## config.mk

```make
export PLATFORM = sky130hd
export DESIGN_NAME = prog_mem_controller_flat
export DESIGN_NICKNAME = d
export VERILOG_FILES = /design/src/rtl/prog_mem_controller_if.sv /design/src/rtl/prog_mem_controller.sv /design/src/flat_wrapper.sv
export SDC_FILE = /design/constraint.sdc
export NUM_CORES = 1
export LEC_CHECK = 0
export CAP_MARGIN = 0
export CORE_MARGIN = 2
export CORE_UTILIZATION = 44
export DETAILED_ROUTE_END_ITERATION = 7
export PLACE_DENSITY = 0.88
export SYNTH_ARGS = -nofsm -noshare
export SYNTH_HDL_FRONTEND = slang
export SYNTH_SLANG_ARGS = --single-unit
```

## constraint.sdc

```tcl
create_clock -name clk -period 2.5 [get_ports clk]
set_input_delay 0.25 -clock clk [delete_from_list [all_inputs] [get_ports clk]]
set_output_delay 0.25 -clock clk [all_outputs]
set_load 0.05 [all_outputs]
```

## src/rtl/prog_mem_controller_if.sv

```systemverilog
// Bus bundle between the instruction fetchers, the program-memory controller and the
// external program memory. The controller uses the slave view; fetchers and memory model use the master view.
interface prog_mem_controller_if #(
    parameter int ADDR_BITS     = 8,
    parameter int DATA_BITS     = 16,
    parameter int NUM_CONSUMERS = 4,
    parameter int NUM_CHANNELS  = 1
);
    logic [NUM_CONSUMERS-1:0]           consumer_read_valid;
    logic [NUM_CONSUMERS*ADDR_BITS-1:0] consumer_read_address;
    logic [NUM_CONSUMERS-1:0]           consumer_read_ready;
    logic [NUM_CONSUMERS*DATA_BITS-1:0] consumer_read_data;
    logic [NUM_CHANNELS-1:0]            mem_read_valid;
    logic [NUM_CHANNELS*ADDR_BITS-1:0]  mem_read_address;
    logic [NUM_CHANNELS-1:0]            mem_read_ready;
    logic [NUM_CHANNELS*DATA_BITS-1:0]  mem_read_data;

    modport slave (
        input  consumer_read_valid,
        input  consumer_read_address,
        output consumer_read_ready,
        output consumer_read_data,
        output mem_read_valid,
        output mem_read_address,
        input  mem_read_ready,
        input  mem_read_data
    );

    modport master (
        output consumer_read_valid,
        output consumer_read_address,
        input  consumer_read_ready,
        input  consumer_read_data,
        input  mem_read_valid,
        input  mem_read_address,
        output mem_read_ready,
        output mem_read_data
    );
endinterface

```

## src/rtl/prog_mem_controller.sv

```systemverilog
// Read-only program-memory controller: fixed-priority arbitration of fetcher requests onto
// memory read channels, each channel an IDLE/WAITING/RELAYING FSM relaying one word back.
module prog_mem_controller #(
    parameter int ADDR_BITS     = 8,
    parameter int DATA_BITS     = 16,
    parameter int NUM_CONSUMERS = 4,
    parameter int NUM_CHANNELS  = 1
) (
    input  logic                   clk,
    input  logic                   reset,
    prog_mem_controller_if.slave   bus
);
    localparam int IDX_BITS = (NUM_CONSUMERS > 1) ? $clog2(NUM_CONSUMERS) : 1;

    typedef enum logic [1:0] {
        IDLE     = 2'd0,
        WAITING  = 2'd1,
        RELAYING = 2'd2
    } state_t;

    state_t                             state_r  [NUM_CHANNELS];
    logic [IDX_BITS-1:0]                served_r [NUM_CHANNELS];
    logic [NUM_CONSUMERS-1:0]           busy_r;
    logic [NUM_CHANNELS-1:0]            mem_valid_r;
    logic [NUM_CHANNELS*ADDR_BITS-1:0]  mem_addr_r;
    logic [NUM_CONSUMERS-1:0]           cons_ready_r;
    logic [NUM_CONSUMERS*DATA_BITS-1:0] cons_data_r;

    logic [NUM_CHANNELS-1:0]            grant_valid_s;
    logic [IDX_BITS-1:0]                grant_idx_s [NUM_CHANNELS];

    // Returns {found, index} of the lowest set bit of req.
    function automatic logic [IDX_BITS:0] lowest_set(input logic [NUM_CONSUMERS-1:0] req);
        logic [IDX_BITS:0] res;
        res = {(IDX_BITS+1){1'b0}};
        for (int i = NUM_CONSUMERS - 1; i >= 0; i--) begin
            if (req[i]) begin
                res = {1'b1, IDX_BITS'(i)};
            end else begin
                res = res;
            end
        end
        return res;
    endfunction

    assign bus.mem_read_valid      = mem_valid_r;
    assign bus.mem_read_address    = mem_addr_r;
    assign bus.consumer_read_ready = cons_ready_r;
    assign bus.consumer_read_data  = cons_data_r;

    // Grant selection: channels in ascending order, each excluding consumers already taken this cycle.
    always_comb begin : grant_logic
        logic [NUM_CONSUMERS-1:0] taken_s;
        logic [IDX_BITS:0]        pick_s;
        taken_s       = busy_r;
        pick_s        = {(IDX_BITS+1){1'b0}};
        grant_valid_s = {NUM_CHANNELS{1'b0}};
        for (int ch = 0; ch < NUM_CHANNELS; ch++) begin
            pick_s             = lowest_set(bus.consumer_read_valid & ~taken_s);
            grant_valid_s[ch]  = (state_r[ch] == IDLE) && pick_s[IDX_BITS];
            grant_idx_s[ch]    = pick_s[IDX_BITS-1:0];
            taken_s            = taken_s | (grant_valid_s[ch] ?
                                 (NUM_CONSUMERS'(1'b1) << pick_s[IDX_BITS-1:0]) :
                                 {NUM_CONSUMERS{1'b0}});
        end
    end

    // Per-channel FSMs together with the busy flags and all registered outputs.
    always_ff @(posedge clk) begin
        if (reset) begin
            for (int ch = 0; ch < NUM_CHANNELS; ch++) begin
                state_r[ch]  <= IDLE;
                served_r[ch] <= {IDX_BITS{1'b0}};
            end
            busy_r       <= {NUM_CONSUMERS{1'b0}};
            mem_valid_r  <= {NUM_CHANNELS{1'b0}};
            mem_addr_r   <= {(NUM_CHANNELS*ADDR_BITS){1'b0}};
            cons_ready_r <= {NUM_CONSUMERS{1'b0}};
            cons_data_r  <= {(NUM_CONSUMERS*DATA_BITS){1'b0}};
        end else begin
            for (int ch = 0; ch < NUM_CHANNELS; ch++) begin
                case (state_r[ch])
                    IDLE: begin
                        if (grant_valid_s[ch]) begin
                            served_r[ch]             <= grant_idx_s[ch];
                            busy_r[grant_idx_s[ch]]  <= 1'b1;
                            mem_addr_r[ch*ADDR_BITS +: ADDR_BITS] <=
                                bus.consumer_read_address[grant_idx_s[ch]*ADDR_BITS +: ADDR_BITS];
                            mem_valid_r[ch]          <= 1'b1;
                            state_r[ch]              <= WAITING;
                        end else begin
                            state_r[ch] <= IDLE;
                        end
                    end
                    WAITING: begin
                        if (bus.mem_read_ready[ch]) begin
                            mem_valid_r[ch] <= 1'b0;
                            cons_data_r[served_r[ch]*DATA_BITS +: DATA_BITS] <=
                                bus.mem_read_data[ch*DATA_BITS +: DATA_BITS];
                            cons_ready_r[served_r[ch]] <= 1'b1;
                            state_r[ch]     <= RELAYING;
                        end else begin
                            state_r[ch] <= WAITING;
                        end
                    end
                    RELAYING: begin
                        // The fetcher withdrawing its request is the acknowledgement of the word.
                        if (!bus.consumer_read_valid[served_r[ch]]) begin
                            cons_ready_r[served_r[ch]] <= 1'b0;
                            busy_r[served_r[ch]]       <= 1'b0;
                            state_r[ch]                <= IDLE;
                        end else begin
                            state_r[ch] <= RELAYING;
                        end
                    end
                    default: begin
                        state_r[ch] <= IDLE;
                    end
                endcase
            end
        end
    end
endmodule

```

## src/flat_wrapper.sv

```systemverilog
// flat-port wrapper written by rule: the top's interface ports become plain ports
module prog_mem_controller_flat 
#(
    parameter int ADDR_BITS     = 8,
    parameter int DATA_BITS     = 16,
    parameter int NUM_CONSUMERS = 4,
    parameter int NUM_CHANNELS  = 1
)
  (clk, reset, bus_consumer_read_valid, bus_consumer_read_address, bus_consumer_read_ready, bus_consumer_read_data, bus_mem_read_valid, bus_mem_read_address, bus_mem_read_ready, bus_mem_read_data);
  prog_mem_controller_if #(.ADDR_BITS(ADDR_BITS), .DATA_BITS(DATA_BITS), .NUM_CONSUMERS(NUM_CONSUMERS), .NUM_CHANNELS(NUM_CHANNELS)) bus_i ();
  input  logic clk;
  input  logic reset;
  input wire logic [$bits(bus_i.consumer_read_valid)-1:0] bus_consumer_read_valid;
  input wire logic [$bits(bus_i.consumer_read_address)-1:0] bus_consumer_read_address;
  output wire logic [$bits(bus_i.consumer_read_ready)-1:0] bus_consumer_read_ready;
  output wire logic [$bits(bus_i.consumer_read_data)-1:0] bus_consumer_read_data;
  output wire logic [$bits(bus_i.mem_read_valid)-1:0] bus_mem_read_valid;
  output wire logic [$bits(bus_i.mem_read_address)-1:0] bus_mem_read_address;
  input wire logic [$bits(bus_i.mem_read_ready)-1:0] bus_mem_read_ready;
  input wire logic [$bits(bus_i.mem_read_data)-1:0] bus_mem_read_data;
  assign bus_i.consumer_read_valid = bus_consumer_read_valid;
  assign bus_i.consumer_read_address = bus_consumer_read_address;
  assign bus_consumer_read_ready = bus_i.consumer_read_ready;
  assign bus_consumer_read_data = bus_i.consumer_read_data;
  assign bus_mem_read_valid = bus_i.mem_read_valid;
  assign bus_mem_read_address = bus_i.mem_read_address;
  assign bus_i.mem_read_ready = bus_mem_read_ready;
  assign bus_i.mem_read_data = bus_mem_read_data;
  prog_mem_controller #(.ADDR_BITS(ADDR_BITS), .DATA_BITS(DATA_BITS), .NUM_CONSUMERS(NUM_CONSUMERS), .NUM_CHANNELS(NUM_CHANNELS)) u_core (.clk(clk), .reset(reset), .bus(bus_i));
endmodule
```

==> metrics, run 1 <==
routed len/inst roughly 16 µm; mean post-synth cell area between 8 and 9 µm²; PD cells roughly 550 nW/µm²; number of synthesized flops with an enable pin 4; CTS root buf clkbuf_8; worst IR drop on VDD 334 µV; pin count of the biggest net entering global routing 55; CTS resizes 0; CTS Buf Count 9; TNS Setup 0 ps; PortBufs between 100 and 150; Placer Congestion just over 0.9; Worst path max stage delay roughly 520 ps; crit path launch type flop; cts hold-fix bufs 0; Core Footprint 7770 µm²; Vias/cell 5.55; Hold WC Path Type in2reg; ys flop type dfxtp_1; Non-Filler Instances roughly 650; HPWL Detailed roughly 7800 µm; Worst-path clk slew ~90 ps; final wirelength 10700 µm; DRC 0; CTS tree built; Max-Cap Viols 0; RSZ-0062 raised after global routing no; placed cell count around 630; critical path required time ~2800 ps; drt pass-1 iters 6; CP max stage cell edfxtp_1; Hold Violations, Final 0; cell breakdown of the critical path inv_1, ha_1, nor3b_2, buf_4, nand3_1, a21oi_1; Remaining Overflow, GRT 0; outcome finished, final reports clean; initial antenna violation count 0; synth unique cells 38; io pins ~130; CTS Sinks 85; initial drt markers 177; Post-Syn Area approximately 3500 µm²; CP bufs+invs 2; post-CTS setup buffers 0; # diodes 0; highest clock rate roughly 470 MHz; Period Utilization, post-route around 84%; first-pass GRT wire length between 15000 and 20000 µm; post-synthesis register bit count 85; asr flop ratio synth 0%; die area 8790 µm²; die height roughly 94 µm; slew margin rel. between 60 and 70%; CP Max Fanout 11; Static Leak 1.71 nW; Worst Path Arrival around 2400 ps; Nets between 600 and 700; Worst Slack Setup Final approximately 400 ps; fin. max-slew vios 0; Routed Antenna Nets 0; gr usage total between 20 and 25%; Area Overhead vs Synth 43.5%; CP Capture Type flop; vias in the first global route between 3000 and 4000; Setup WS pre-CTS 290 ps; Seq/Total Area, Yosys between 40% and 50%; Clock Skew 11.9 ps; clock buffer depth 2; H-tree depth 3; Ys Warns 0; Worst Tran Pin Value 589 ps; die width 93.7 µm; final setup fails 0; Initial Util 45.6%; Row Count 32; Syn Inst Count 421; layout cells sized above 1 about 7.3%; Fill cells ~640; Util after Layout around 65%; via count between 3000 and 4000; Worst Path Class, Setup reg2reg; Tmin final 2110 ps; Clk Latency, worst-skew pair between 300 and 400 ps; cell family with most CP delay simple AND/OR/NAND/NOR gates; WHS 412 ps
-- through the flow --
stage | total power, mW | cell area, µm²
after floorplan | 1.72 | 3550
after global placement | 1.91 | 4910
after detailed placement | 1.92 | 4910
after CTS | 2.77 | 5080
after global routing | 2.88 | 5080
final | 2.77 | 5080
-- flip-flops by register name (all words and copies together), names as in the netlist, named ones only --
signal / flops
u_core.bus.consumer_read_data: 64
u_core.bus.mem_read_address: 8
u_core.busy_r: 4
u_core.served_r: 2
u_core.state_r: 2
u_core.bus.mem_read_valid: 1
-- final cells by class --
type                            instances  area, µm²  area share [%]
Clock buffer                           10        138            2.71
Inverter                                4       15.0           0.295
Sequential cell                        85       1740            34.3
Clock inverter                          5       35.0           0.689
Timing Repair Buffer                  143       1400            27.5
Tap cell                              102        128            2.51
Multi-Input combinational cell        300       1630            32.1
-- cells in the mapped netlist (all sizes together), types with 8 or more instances --
master	count	area, µm²
a2bb2oi	8	70.1
o22ai	8	50.1
nand2	76	285
buf	16	95.1
clkbuf	17	63.8
dfxtp	81	1620
a21oi	71	355
nor2	17	68.8
mux2i	8	80.1
a22oi	8	60.1
nand3	65	325
-- report_power, final --
group | switching [mW] | internal [mW] | leakage, nW
Sequential | 0.0260 | 1.39 | 0.697
Clock | 0.492 | 0.386 | 0.0930
Combinational | 0.276 | 0.198 | 0.923
-- cells by family after synthesis --
logic type	synth area share, %
muxes	2.90
other	0.106
adders and majority gates	1.41
AOI/OAI and AO/OA	18.2
buffers and inverters	4.91
and+or+nand+nor	23.4
DFF	49.2
-- worst register-to-register path, cell delays in order, from the launching register on --
cell and delay, ps:
edfxtp_1 520, inv_1 170, ha_1 380, nor3b_2 440, buf_4 270, nand3_1 100
a21oi_1 170
-- cells in the final DEF, fill, tap and decap left out, drive strengths merged, types with 8 or more instances in the layout --
cell type	n
a2bb2oi	8
buf	13
a22oi	8
nand2	76
clkdlybuf4s50	130
o22ai	8
mux2i	8
clkbuf	10
nand3	65
nor2	17
a21oi	71
dfxtp	81
-- per-layer routing --
metal / global-route usage [%] / vias to the layer above / share of wire (%)
met1: 31.4 / 1694 / 42
met3: 7.22 / 17 / 7.9
met2: 40.5 / 173 / 49
met4: 7.73 / 0 / 1.3
li1: - / 1717 / -
met5: 0 / - / 0
-- path summary, 6_finish.rpt --
| check | slack (ps) | cells past startpoint | to | start |
|---|---|---|---|---|
| setup / recovery | 390 | 6 | u_core.bus.consumer_read_data[24] | u_core.served_r[0][0] |
| hold / removal | 410 | 3 | u_core.busy_r[1] | reset |
| hold reg to reg | 450 | 2 | u_core.bus.consumer_read_data[0] | u_core.bus.consumer_read_data[0] |
| setup reg to reg | 390 | 6 | u_core.bus.consumer_read_data[24] | u_core.served_r[0][0] |
Note: power is estimated with default switching activity, not from simulation.
==> run 2: changes to the inputs <==
Clock period 2.5 ns to 2 ns, I/O delays scaled along.
==> run 2 against run 1 <==
Compared with the run above: setup slack worse by 150 ps; highest routed layer unchanged; power rose by 34%; register-to-register slack got worse by 140 ps; die area is the same; hold slack worse by 220 ps; sequential power grew 25%; critical endpoint is now bus_consumer_read_data[47]; combinational power is 32% higher; clock skew down 3.4 ps; non-clock buffer count rose by 11; first-iteration DRC count increased by 21%.
==> metrics, run 2 (synthesized netlist as in run 1, its figures left out) <==
outcome finished, final reports clean; Nets just over 600; initial antenna violation count 0; R2R Path End u_core.busy_r[2]; Row Count 32; # diodes 0; final wirelength approximately 11000 µm; WHS between 150 and 200 ps; WHS Endpoint u_core.bus.mem_read_address[7]; via count 3671; Core Footprint 7770 µm²; Hold Violations, Final 0; Clk Latency, worst-skew pair between 300 and 400 ps; die width 93.7 µm; RSZ-0062 raised after global routing no; critical path required time between 1500 and 2000 ps; CP max stage cell clkdlybuf4s50_1; Hold WC Path Type in2reg; highest clock rate 568 MHz; Cell Area, Placed roughly 5000 µm²; CTS tree built; reg2reg path depth 4; gr usage total 25.3%; post-CTS setup buffers 0; final instance area about 5300 µm²; first-pass GRT wire length 17500 µm; Remaining Overflow, GRT 0; Tmin final approximately 1800 ps; die area just under 9000 µm²; Largest register FFs 64; worst IR drop on VDD between 300 and 400 µV; routed len/inst about 17 µm; DRC 0; PortBufs 131; r2r setup slk 250 ps; hold_sp reset; Placer Congestion roughly 0.90; hold path depth 2; Worst Path Class, Setup reg2out; Area Overhead vs Synth 48.6%; final setup fails 0; HPWL Detailed 8120 µm; Max-Cap Viols 0; clock buffer depth 2; CP bufs+invs 1; CTS resizes 0; Clock Skew 8.54 ps; CP Max Fanout 2; Period Utilization, post-route 88.0%; H-tree depth 3; Non-Filler Instances 661; Worst Path Arrival roughly 1600 ps; pin count of the biggest net entering global routing 50; Initial Util 45.6%; io pins 132; die height between 90 and 100 µm; Routed Antenna Nets 0; Worst Tran Pin Value between 500 and 600 ps; cell breakdown of the critical path clkdlybuf4s50_1; most frequent cells in the layout 130 x clkdlybuf4s50_1, 81 x dfxtp_1, 76 x nand2_1, 71 x a21oi_1, 65 x nand3_1; placed cell count ~650; CTS Buf Count 9; cell family with most CP delay buffers and inverters; Worst path max stage delay 830 ps; CTS Sinks 85; initial drt markers about 210; Static Leak 1.80 nW; Worst-path clk slew approximately 80 ps; r2r startpoint u_core.served_r[0][1]; CP Capture Type output port; slew margin rel. a little over three fifths; commonest non-fill, non-tap cell in the layout clkdlybuf4s50_1; cts hold-fix bufs 0; fin. max-slew vios 0; CTS root buf clkbuf_8; Vias/cell 5.55; Util after Layout 67.8%; crit path launch type flop; PD cells 708 nW/µm²; vias in the first global route 3617; layout cells sized above 1 8.94%; drt pass-1 iters 5
## run 2: changes by cell type in the layout (fill, tap and decap cells not counted)
cell,before,now
buf_4,12,19
buf_12,0,4
clkbuf_1,0,2
clkbuf_16,0,2
clkinv_4,2,0
inv_4,2,0
bufinv_16,0,1
clkbuf_8,10,9
clkinv_2,1,2
## run 2: power breakdown
part / leakage (nW) / switching, mW / internal, mW
Clock: 0.114 / 0.599 / 0.727
Combinational: 0.988 / 0.357 / 0.270
Sequential: 0.697 / 0.0307 / 1.74
## run 2: through the flow
step | power, mW | setup WS (ps) | setup TNS, ps
6_report | 3.73 | 241 | 0
5_1_grt | 3.86 | 120 | 0
4_1_cts | 3.72 | 229 | 0
3_5_place_dp | 2.43 | -32.2 | -55.9
3_3_place_gp | 2.41 | 140 | 0
2_1_floorplan | 2.15 | 150 | 0
## run 2: final cells by class
| class | count | area, µm² |
|---|---|---|
| fill | 602 | 2500 |
| sequential | 85 | 1740 |
| multi-input combinational | 300 | 1630 |
| timing repair buffer | 154 | 1530 |
| clock buffer | 13 | 181 |
| tap | 102 | 128 |
| clock inverter | 3 | 40.0 |
| inverter | 4 | 15.0 |
## run 2: worst max path at each step
stage | start | endpoint | slack (ps) | cells past startpoint
4_1_cts | u_core.bus.consumer_read_data[47] | bus_consumer_read_data[47] | 230 | 1
6_report | u_core.bus.consumer_read_data[47] | bus_consumer_read_data[47] | 240 | 1
3_3_place_gp | bus_consumer_read_valid[3] | u_core.bus.mem_read_address[7] | 140 | 7
2_1_floorplan | u_core.served_r[0][0] | u_core.bus.consumer_read_data[41] | 150 | 7
3_5_place_dp | bus_consumer_read_valid[2] | u_core.busy_r[2] | -30 | 6
5_1_grt | u_core.served_r[0][1] | u_core.bus.consumer_read_data[5] | 120 | 6
## run 2: worst register-to-register path: stages (launching register included)
cell and delay (ps):
edfxtp_1 460, mux4_2 590, o21ai_2 150, a41oi_1 150, a2111oi_2 300
## run 2: per-layer routing
metal  vias to the layer above  share of wire [%]  track usage (%)
met3                        26                8.9             6.42
li1                       1738                  -                -
met1                      1711                 40             31.8
met4                         0                2.9             10.4
met2                       196                 48             41.4
met5                         -                  0                0
==> run 3: changes to the inputs <==
Settings changed: RECOVER_POWER set to 100.
==> run 3 against run 2 <==
Compared with the run above: die area unchanged; largest power group unchanged; largest cell class unchanged; non-clock buffer count did not move; critical endpoint is now u_core.busy_r[2]; sequential power barely moved; combinational power decreased by 3%.
==> metrics, run 3 (synthesized netlist as in run 1, its figures left out) <==
Worst Tran Pin Value between 600 and 700 ps; CTS root buf clkbuf_8; Max-Cap Viols 0; pin count of the biggest net entering global routing 50; Setup WS pre-CTS -32.2 ps; die height approximately 94 µm; CP Max Fanout 5; Largest register FFs 64; hold path depth 2; Period Utilization, post-route between 90% and 100%; fin. max-slew vios 0; TNS Setup 0 ps; PD cells between 700 and 800 nW/µm²; final setup fails 0; # diodes 0; crit path launch u_core.busy_r[1]; Hold Violations, Final 0; outcome finished, final reports clean; crit path launch type flop; switch share a little over a quarter; Tmin final between 1500 and 2000 ps; most frequent cells in the layout 81 x dfxtp_1, 78 x dlygate4sd3_1, 76 x nand2_1, 71 x a21oi_1, 65 x nand3_1; post-CTS setup buffers 0; HPWL Detailed just over 8000 µm; Row Count 32; Static Leak 2.05 nW; DRC 0; Worst-path clk slew 90 ps; Hold WC Path Type in2reg; die area between 8000 and 9000 µm²; Worst Path Arrival 2090 ps; hold_sp reset; Util after Layout 67.5%; clock buffer depth 2; CTS Buf Count 9; RSZ-0062 raised after global routing no; highest clock rate about 530 MHz; Gate power share approximately 17%; vias in the first global route around 3600; CP Capture Type flop; Clk network pwr share 35.8%; Initial Util 45.6%; gr usage total between 20% and 30%; Remaining Overflow, GRT 0; routed len/inst between 15 and 20 µm; first-pass GRT wire length 17500 µm; io pins approximately 130; r2r startpoint u_core.busy_r[1]; placed cell count 645; PortBufs between 100 and 150; Routed Antenna Nets 0; WHS Endpoint u_core.bus.mem_read_address[7]; slew margin rel. a little under three fifths; Worst Slack Setup Final roughly 120 ps; Area Overhead vs Synth 48.0%; r2r setup slk around 120 ps; critical path required time around 2200 ps; via count 3709; Non-Filler Instances 661; commonest non-fill, non-tap cell in the layout dfxtp_1; CTS tree built; P_int approximately 2.7 mW; R2R Path End u_core.busy_r[2]; cts hold-fix bufs 0; final wirelength approximately 11000 µm; Clock Skew ~10 ps; layout cells sized above 1 under 10%; Worst Path Class, Setup reg2reg; initial antenna violation count 0; worst IR drop on VDD ~370 µV; CTS resizes 0; Vias/cell roughly 5.6; CTS Sinks between 80 and 90; drt pass-1 iters 5; initial drt markers 244; Placer Congestion approximately 0.90; reg2reg path depth 5; H-tree depth 3; Nets 613; Clk Latency, worst-skew pair ~360 ps; die width around 94 µm; Switching Power approximately 0.98 mW; Flop pwr share a little under half; Core Footprint roughly 7800 µm²
run 3: final cells by class:
type                       count  area (µm²)
fill                         605        2520
clock buffer                  13         181
inverter                       4        15.0
clock inverter                 3        40.0
timing repair buffer         154        1520
sequential                    85        1740
tap                          102         128
multi-input combinational    300        1610
run 3: routing by layer:
| metal | GRT usage, % | vias up | share of wire, % |
|---|---|---|---|
| met4 | 10.4 | 0 | 3.2 |
| met2 | 41.4 | 198 | 48 |
| met5 | 0 | - | 0 |
| met1 | 31.8 | 1734 | 39 |
| met3 | 6.42 | 33 | 9.3 |
| li1 | - | 1744 | - |
run 3: how the worst max path moves through the flow:
stage / to
5_1_grt: u_core.busy_r[2]
2_1_floorplan: u_core.bus.consumer_read_data[41]
3_3_place_gp: u_core.bus.mem_read_address[7]
3_5_place_dp: u_core.busy_r[2]
6_report: u_core.busy_r[2]
4_1_cts: bus_consumer_read_data[47]
run 3: stage by stage:
step           area (µm²)  power (mW)  hold slack, ps
2_1_floorplan        3550        2.15             352
3_3_place_gp         5040        2.41             438
3_5_place_dp         5040        2.43             447
4_1_cts              5270        3.72             177
5_1_grt              5240        3.84             183
6_report             5240        3.71             185
run 3: power by group through the flow:
stage               combinational (mW)  clock [mW]  sequential, mW
finish                           0.611        1.33            1.77
global route                     0.648        1.41            1.78
CTS                              0.621        1.33            1.77
detailed placement               0.618           0            1.81
global placement                 0.601           0            1.81
floorplan                        0.255           0            1.90
run 3: critical path, cell delays in order (launching register included):
cell	delay (ps)
dfxtp_1	360
and2b_1	240
o41ai_1	660
o21ai_2	130
a41oi_1	280
a2111oi_2	70
